===== src/rtl/zoom_pkg.sv =====
// ============================================================================
// Module   : zoom_pkg
// Purpose  : Shared RGB565 lane layout and default sizes for the ZOOM path.
// Revision : 1.0
// ============================================================================
`default_nettype none

package zoom_pkg;
    localparam int PIX_W = 16;
    localparam int R_W   = 5;
    localparam int G_W   = 6;
    localparam int B_W   = 5;
    localparam int R_LSB = 11;
    localparam int G_LSB = 5;
    localparam int B_LSB = 0;

    localparam int FRAC_W_DEF = 4;
    localparam int OUT_W_DEF  = 1280;
    localparam int OUT_H_DEF  = 720;
endpackage

`default_nettype wire


===== src/rtl/bilerp_lane.sv =====
// ============================================================================
// Module   : bilerp_lane
// Purpose  : One colour channel: horizontal blend, vertical blend, normalise.
//            ZOOM_ROUND_EN selects round-half-up instead of truncation.
// Revision : 1.0
// ============================================================================
`default_nettype none

module bilerp_lane #(
    parameter int CW     = 5,
    parameter int FRAC_W = 4
) (
    input  logic              clk,
    input  logic              rst,
    input  logic [CW-1:0]     a11,
    input  logic [CW-1:0]     a12,
    input  logic [CW-1:0]     a21,
    input  logic [CW-1:0]     a22,
    input  logic [FRAC_W-1:0] fx,
    input  logic [FRAC_W-1:0] fy,
    output logic [CW-1:0]     res
);
    localparam int HW = CW + FRAC_W;
    localparam int VW = CW + 2 * FRAC_W;
    localparam logic [FRAC_W:0] c_unit = {1'b1, {FRAC_W{1'b0}}};
`ifdef ZOOM_ROUND_EN
    localparam logic [VW-1:0] c_rnd = {{(CW + 1){1'b0}}, 1'b1, {(2 * FRAC_W - 1){1'b0}}};
`endif

    logic [HW-1:0]     r_top_q, w_top_d;
    logic [HW-1:0]     r_bot_q, w_bot_d;
    logic [FRAC_W-1:0] r_fy_q,  w_fy_d;
    logic [VW-1:0]     r_v_q,   w_v_d;
    logic [CW-1:0]     r_res_q, w_res_d;
    logic [FRAC_W:0]   w_wx0, w_wy0;
    logic [VW-1:0]     w_norm;

    always_comb begin
        w_wx0   = c_unit - {1'b0, fx};
        w_top_d = HW'(a11) * HW'(w_wx0) + HW'(a12) * HW'(fx);
        w_bot_d = HW'(a21) * HW'(w_wx0) + HW'(a22) * HW'(fx);
        // fy is consumed one stage later, so it rides along with top/bot
        w_fy_d  = fy;
        w_wy0   = c_unit - {1'b0, r_fy_q};
        w_v_d   = VW'(r_top_q) * VW'(w_wy0) + VW'(r_bot_q) * VW'(r_fy_q);
`ifdef ZOOM_ROUND_EN
        w_norm  = r_v_q + c_rnd;
`else
        w_norm  = r_v_q;
`endif
        // The blend is a convex combination, so the top bits are always zero
        w_res_d = CW'(w_norm >> (2 * FRAC_W));
    end

    always_ff @(posedge clk or posedge rst) begin
        if (rst) begin
            r_top_q <= '0;
            r_bot_q <= '0;
            r_fy_q  <= '0;
            r_v_q   <= '0;
            r_res_q <= '0;
        end else begin
            r_top_q <= w_top_d;
            r_bot_q <= w_bot_d;
            r_fy_q  <= w_fy_d;
            r_v_q   <= w_v_d;
            r_res_q <= w_res_d;
        end
    end

    assign res = r_res_q;
endmodule

`default_nettype wire


===== src/rtl/zoom_bilinear_interp.sv =====
// ============================================================================
// Module   : zoom_bilinear_interp
// Purpose  : 2x2 RGB565 bilinear interpolator, 4-cycle pipe, frame-done pulse.
//            Build option ZOOM_ROUND_EN enables round-half-up normalisation.
// Revision : 1.0
// ============================================================================
`default_nettype none

module zoom_bilinear_interp
    import zoom_pkg::*;
#(
    parameter int FRAC_W = FRAC_W_DEF,
    parameter int OUT_W  = OUT_W_DEF,
    parameter int OUT_H  = OUT_H_DEF
) (
    input  logic              clk,
    input  logic              rst,
    input  logic              vga_vs,
    input  logic              din_vld,
    input  logic [15:0]       din1_1,
    input  logic [15:0]       din1_2,
    input  logic [15:0]       din2_1,
    input  logic [15:0]       din2_2,
    input  logic [FRAC_W-1:0] frac_x,
    input  logic [FRAC_W-1:0] frac_y,
    output logic              dout_vld,
    output logic [15:0]       dout,
    output logic              frame_done
);
    localparam int c_total = OUT_W * OUT_H;
    localparam int CNT_W   = $clog2(c_total);
    localparam logic [CNT_W-1:0] c_last = CNT_W'(c_total - 1);

    logic [PIX_W-1:0]  r_p11_q, r_p12_q, r_p21_q, r_p22_q;
    logic [FRAC_W-1:0] r_fx_q, r_fy_q;
    logic [3:0]        r_vld_q, w_vld_d;
    logic              r_dout_vld_q, w_dout_vld_d;
    logic [PIX_W-1:0]  r_dout_q, w_dout_d;
    logic              r_frame_done_q, w_frame_done_d;
    logic [CNT_W-1:0]  r_cnt_q, w_cnt_d;
    logic [R_W-1:0]    w_res_r;
    logic [G_W-1:0]    w_res_g;
    logic [B_W-1:0]    w_res_b;
    logic [PIX_W-1:0]  w_pix;

    bilerp_lane #(.CW(R_W), .FRAC_W(FRAC_W)) u_lane_r (
        .clk(clk), .rst(rst),
        .a11(r_p11_q[R_LSB +: R_W]), .a12(r_p12_q[R_LSB +: R_W]),
        .a21(r_p21_q[R_LSB +: R_W]), .a22(r_p22_q[R_LSB +: R_W]),
        .fx(r_fx_q), .fy(r_fy_q), .res(w_res_r)
    );
    bilerp_lane #(.CW(G_W), .FRAC_W(FRAC_W)) u_lane_g (
        .clk(clk), .rst(rst),
        .a11(r_p11_q[G_LSB +: G_W]), .a12(r_p12_q[G_LSB +: G_W]),
        .a21(r_p21_q[G_LSB +: G_W]), .a22(r_p22_q[G_LSB +: G_W]),
        .fx(r_fx_q), .fy(r_fy_q), .res(w_res_g)
    );
    bilerp_lane #(.CW(B_W), .FRAC_W(FRAC_W)) u_lane_b (
        .clk(clk), .rst(rst),
        .a11(r_p11_q[B_LSB +: B_W]), .a12(r_p12_q[B_LSB +: B_W]),
        .a21(r_p21_q[B_LSB +: B_W]), .a22(r_p22_q[B_LSB +: B_W]),
        .fx(r_fx_q), .fy(r_fy_q), .res(w_res_b)
    );

    always_comb begin
        w_pix                 = '0;
        w_pix[R_LSB +: R_W]   = w_res_r;
        w_pix[G_LSB +: G_W]   = w_res_g;
        w_pix[B_LSB +: B_W]   = w_res_b;

        w_vld_d         = {r_vld_q[2:0], din_vld};
        w_dout_vld_d    = r_vld_q[3];
        w_dout_d        = r_vld_q[3] ? w_pix : r_dout_q;
        w_frame_done_d  = 1'b0;
        w_cnt_d         = r_cnt_q;

        // Flush takes priority over everything, including a last-pixel wrap
        if (vga_vs) begin
            w_vld_d      = '0;
            w_dout_vld_d = 1'b0;
            w_cnt_d      = '0;
        end else if (r_vld_q[3]) begin
            if (r_cnt_q == c_last) begin
                w_cnt_d        = '0;
                w_frame_done_d = 1'b1;
            end else begin
                w_cnt_d = r_cnt_q + 1'b1;
            end
        end
    end

    always_ff @(posedge clk or posedge rst) begin
        if (rst) begin
            r_p11_q        <= '0;
            r_p12_q        <= '0;
            r_p21_q        <= '0;
            r_p22_q        <= '0;
            r_fx_q         <= '0;
            r_fy_q         <= '0;
            r_vld_q        <= '0;
            r_dout_vld_q   <= 1'b0;
            r_dout_q       <= '0;
            r_frame_done_q <= 1'b0;
            r_cnt_q        <= '0;
        end else begin
            r_p11_q        <= din1_1;
            r_p12_q        <= din1_2;
            r_p21_q        <= din2_1;
            r_p22_q        <= din2_2;
            r_fx_q         <= frac_x;
            r_fy_q         <= frac_y;
            r_vld_q        <= w_vld_d;
            r_dout_vld_q   <= w_dout_vld_d;
            r_dout_q       <= w_dout_d;
            r_frame_done_q <= w_frame_done_d;
            r_cnt_q        <= w_cnt_d;
        end
    end

    assign dout_vld   = r_dout_vld_q;
    assign dout       = r_dout_q;
    assign frame_done = r_frame_done_q;
endmodule

`default_nettype wire


===== config.mk =====
export PLATFORM = sky130hd
export DESIGN_NAME = zoom_bilinear_interp
export DESIGN_NICKNAME = d
export VERILOG_FILES = /design/src/rtl/zoom_pkg.sv /design/src/rtl/bilerp_lane.sv /design/src/rtl/zoom_bilinear_interp.sv
export SDC_FILE = /design/constraint.sdc
export NUM_CORES = 1
export LEC_CHECK = 0
export CAP_MARGIN = 20
export CORE_MARGIN = 4
export CORE_UTILIZATION = 60
export CTS_CLUSTER_DIAMETER = 80
export DETAILED_ROUTE_END_ITERATION = 12
export DONT_BUFFER_PORTS = 1
export HOLD_SLACK_MARGIN = 0.02
export PLACE_DENSITY = 0.87
export SKIP_LAST_GASP = 1
export SYNTH_ARGS = -nofsm -noshare
export SYNTH_HDL_FRONTEND = slang
export SYNTH_SLANG_ARGS = --single-unit

===== constraint.sdc =====
create_clock -name clk -period 17.64 [get_ports clk]
set_input_delay 3.528 -clock clk [delete_from_list [all_inputs] [get_ports clk]]
set_output_delay 3.528 -clock clk [all_outputs]
set_load 0.02 [all_outputs]

==> summary.txt <==
Run status
  – Outcome: finished, final reports clean

Timing
  – Final TNS setup: 0 ps
  – Setup violations, final: 0
  – Fin crit period: 6130 ps
  – Fin. max-slew vios: 0
  – Least-Margin Pin Slew: 1110 ps
  – Max-slew headroom: 25.7%
  – RSZ-0062 raised after global routing: false
  – Fin. Hold Viols: 0
  – Layout Skew: 36.0 ps
  – Highest Clock Rate: 163 MHz
  – Final period util: 34.8%

Synthesis
  – Post-synth EDFFs: 0
  – Synth Register Bits: 206
  – Yosys cell types: 49
  – Avg Inst Size Synth: 9.93 sq um
  – Post-synth top area cell: fa_1
  – Post-Syn Nets: 2,844
  – Top-area cell type share of the netlist area: 31.4%
  – Ys Warns: 0
  – Cell count after synthesis: 2,216
  – Most common flop cell mapped by yosys: dfrtp_1
  – Top post-synthesis cells by area: fa_1, dfrtp_1, ha_1
  – Async S/R FF share, synth: 100%
  – Synth Cell Area: 22,000 sq um
  – Seq/Total Area, Yosys: 23.4%

Detailed routing
  – Vias per inst: 5.30
  – Post-DR wirelength/cell: 15.8 um
  – First-pass DRT Iterations: 5
  – Drc violations: 0
  – 1st-iter DRT viols: 808
  – Routed vias: 14,200
  – Post-Route WL: 42,300 um
  – Final ANT Viol Nets: 0

Clocking
  – Clock Tree Buf Depth: 3
  – CTS tree: done
  – Total CTS buffers: 24
  – Hold-fix buffers, CTS: 0
  – H-tree depth: 1
  – Cts repair resizes: 0
  – Clock sinks: 206
  – Clock Tree Root: clkbuf_16
  – Worst-Skew Late Latency: 550 ps
  – # Post-CTS Setup Buffers: 0
  – Clock slew at reported path FFs: 60 ps

Floorplanning
  – I/O pin cnt: 94
  – Row count: 69
  – Die height: 200 um
  – Die Wd: 200 um
  – Die footprint: 39,800 sq um
  – Core Region: 35,900 sq um
  – Initial Util: 61.3%

Critical path
  – R2R Path End: u_lane_b.r_v_q[12]$_DFF_PP0_
  – Startpoint types: flip-flop
  – Setup crit end kind: flip-flop
  – Worst r2r src: u_lane_b.r_fy_q[2]$_DFF_PP0_
  – R2R cell count: 18
  – Critical path fanouts, max: 31
  – Setup slack, reg-to-reg: 11,510 ps
  – Setup CP Type: flip-flop to flip-flop
  – Crit path required time: 18,030 ps
  – Arr. time, crit path: 6520 ps

Min path
  – Hold path depth: 0
  – Worst Hold Class: flip-flop to flip-flop
  – Hold Crit Start: u_lane_g.r_v_q[9]$_DFF_PP0_
  – Worst Hold End: u_lane_g.res[1]$_DFF_PP0_

Final layout
  – Commonest non-fill, non-tap cell in the layout: inv_1
  – Layout cells sized above 1: 3.80%
  – Fillers: 2,634
  – Nets@finish: 2,824
  – Layout area overhead: 5.92%
  – Most frequent cells in the layout: inv_1, and2_1, fa_1
  – Diodes inserted: 0

GRT
  – GRT Total Usage: 22.6%
  – GRT Residual Overflow: 0
  – Met1 Track Usage GR: 30.0%
  – Vias in the first global route: 15,900
  – Busiest layer in global routing: met2
  – Largest net degree at the start of global routing: 143
  – M3 GR Usage: 3.49%
  – First-pass GRT wire length: 73,900 um
  – Initial antenna violation count: 0
  – GR Util met2: 38.9%

Placed design
  – GPL Wtd Cong: 0.860
  – Port Buffer Count: 0
  – Post-DP HPWL: 33,000 um

Flow run
  – Number of max-cap violations: 0
[worst max path at each step]
stage,start,end,slack [ps],cells past startpoint
final,u_lane_b.r_fy_q[2]$_DFF_PP0_,u_lane_b.r_v_q[12]$_DFF_PP0_,11510,18
after global routing,u_lane_b.r_fy_q[2]$_DFF_PP0_,u_lane_r.r_v_q[12]$_DFF_PP0_,11160,18
after CTS,u_lane_b.r_fy_q[0]$_DFF_PP0_,u_lane_g.r_v_q[13]$_DFF_PP0_,11480,19
after detailed placement,u_lane_b.r_fy_q[0]$_DFF_PP0_,u_lane_g.r_v_q[13]$_DFF_PP0_,11480,19
after global placement,u_lane_b.r_fy_q[0]$_DFF_PP0_,u_lane_g.r_v_q[13]$_DFF_PP0_,11720,19
after floorplan,rst,dout[0]$_DFFE_PP0P_,8490,1
[critical path: stages (launching register included)]
cell and delay (ps):
dfrtp_1 1070, nor3_1 170, xnor2_1 750, buf_4 360, nand2_1 90, fa_1 480, inv_1 50, fa_1 460
fa_1 540, inv_1 50, fa_1 530, inv_1 40, ha_1 280, nand3_1 80, o21ai_0 260, a31oi_1 160
o21ai_0 300, a21oi_1 140, xnor2_1 140
[synth_stat cells (all sizes together) (2+ instances only)]
cell type,count
inv,524
and2,345
fa,345
nand2,219
ha,207
dfrtp,206
xnor2,67
clkbuf,52
a21oi,37
nor2,32
o21ai,31
xor2,18
mux2,16
a21o,13
o21bai,11
nand3,10
nand4,10
nor3,10
nor2b,9
buf,8
o31ai,8
a31oi,5
o21a,4
o41ai,4
nand2b,3
nor4,3
a211oi,2
and3,2
nor3b,2
o22ai,2
or4,2
[layout make-up]
class                   count  area [sq um]  share of cell area, %
multi-input cells        1426         14700                   62.9
inverters                 524          1970                   8.47
clock inverters            14           156                  0.671
clock buffers              28           646                   2.77
repair buffers             14           133                  0.569
flip-flops and latches    206          5150                   22.1
well taps                 461           577                   2.47
[state kept, by name, indices dropped and copies added, names as in the netlist, 10 cells and up]
register          cells
r_p22_q              16
r_p12_q              16
dout                 16
r_p21_q              16
r_cnt_q              20
r_p11_q              16
u_lane_g.r_bot_q     10
u_lane_g.r_top_q     10
[cell families after synthesis]
group,share of synthesized area [%]
AND/OR/NAND/NOR,15.8
buffers and inverters,10.0
adder cells (fa/ha/maj),43.1
flip-flops,23.4
AO/OA/AOI/OAI,3.46
XOR/XNOR,3.38
multiplexers,0.818
[routing by layer]
metal / share of wire [%] / vias to the layer above
met2: 50 / 403
met3: 5.5 / 84
met5: 0 / -
met1: 42 / 7155
li1: - / 6519
met4: 2.7 / 0
[metrics by stage]
step | std cells | setup slack [ps] | hold slack (ps) | instance area, sq um | utilization, %
final | 2673 | 11510 | 347 | 23300 | 64.9
after global routing | 2673 | 11160 | 352 | 23300 | 64.9
after CTS | 2671 | 11480 | 348 | 23300 | 64.8
after detailed placement | 2629 | 11480 | 336 | 22500 | 62.6
after global placement | 2629 | 11720 | 337 | 22500 | 62.6
after floorplan | 2216 | 8490 | 331 | 22000 | -
Power is left out: the tool's default activity adds up to more than one toggle a clock period on the data nets, which glitch-free logic cannot reach.
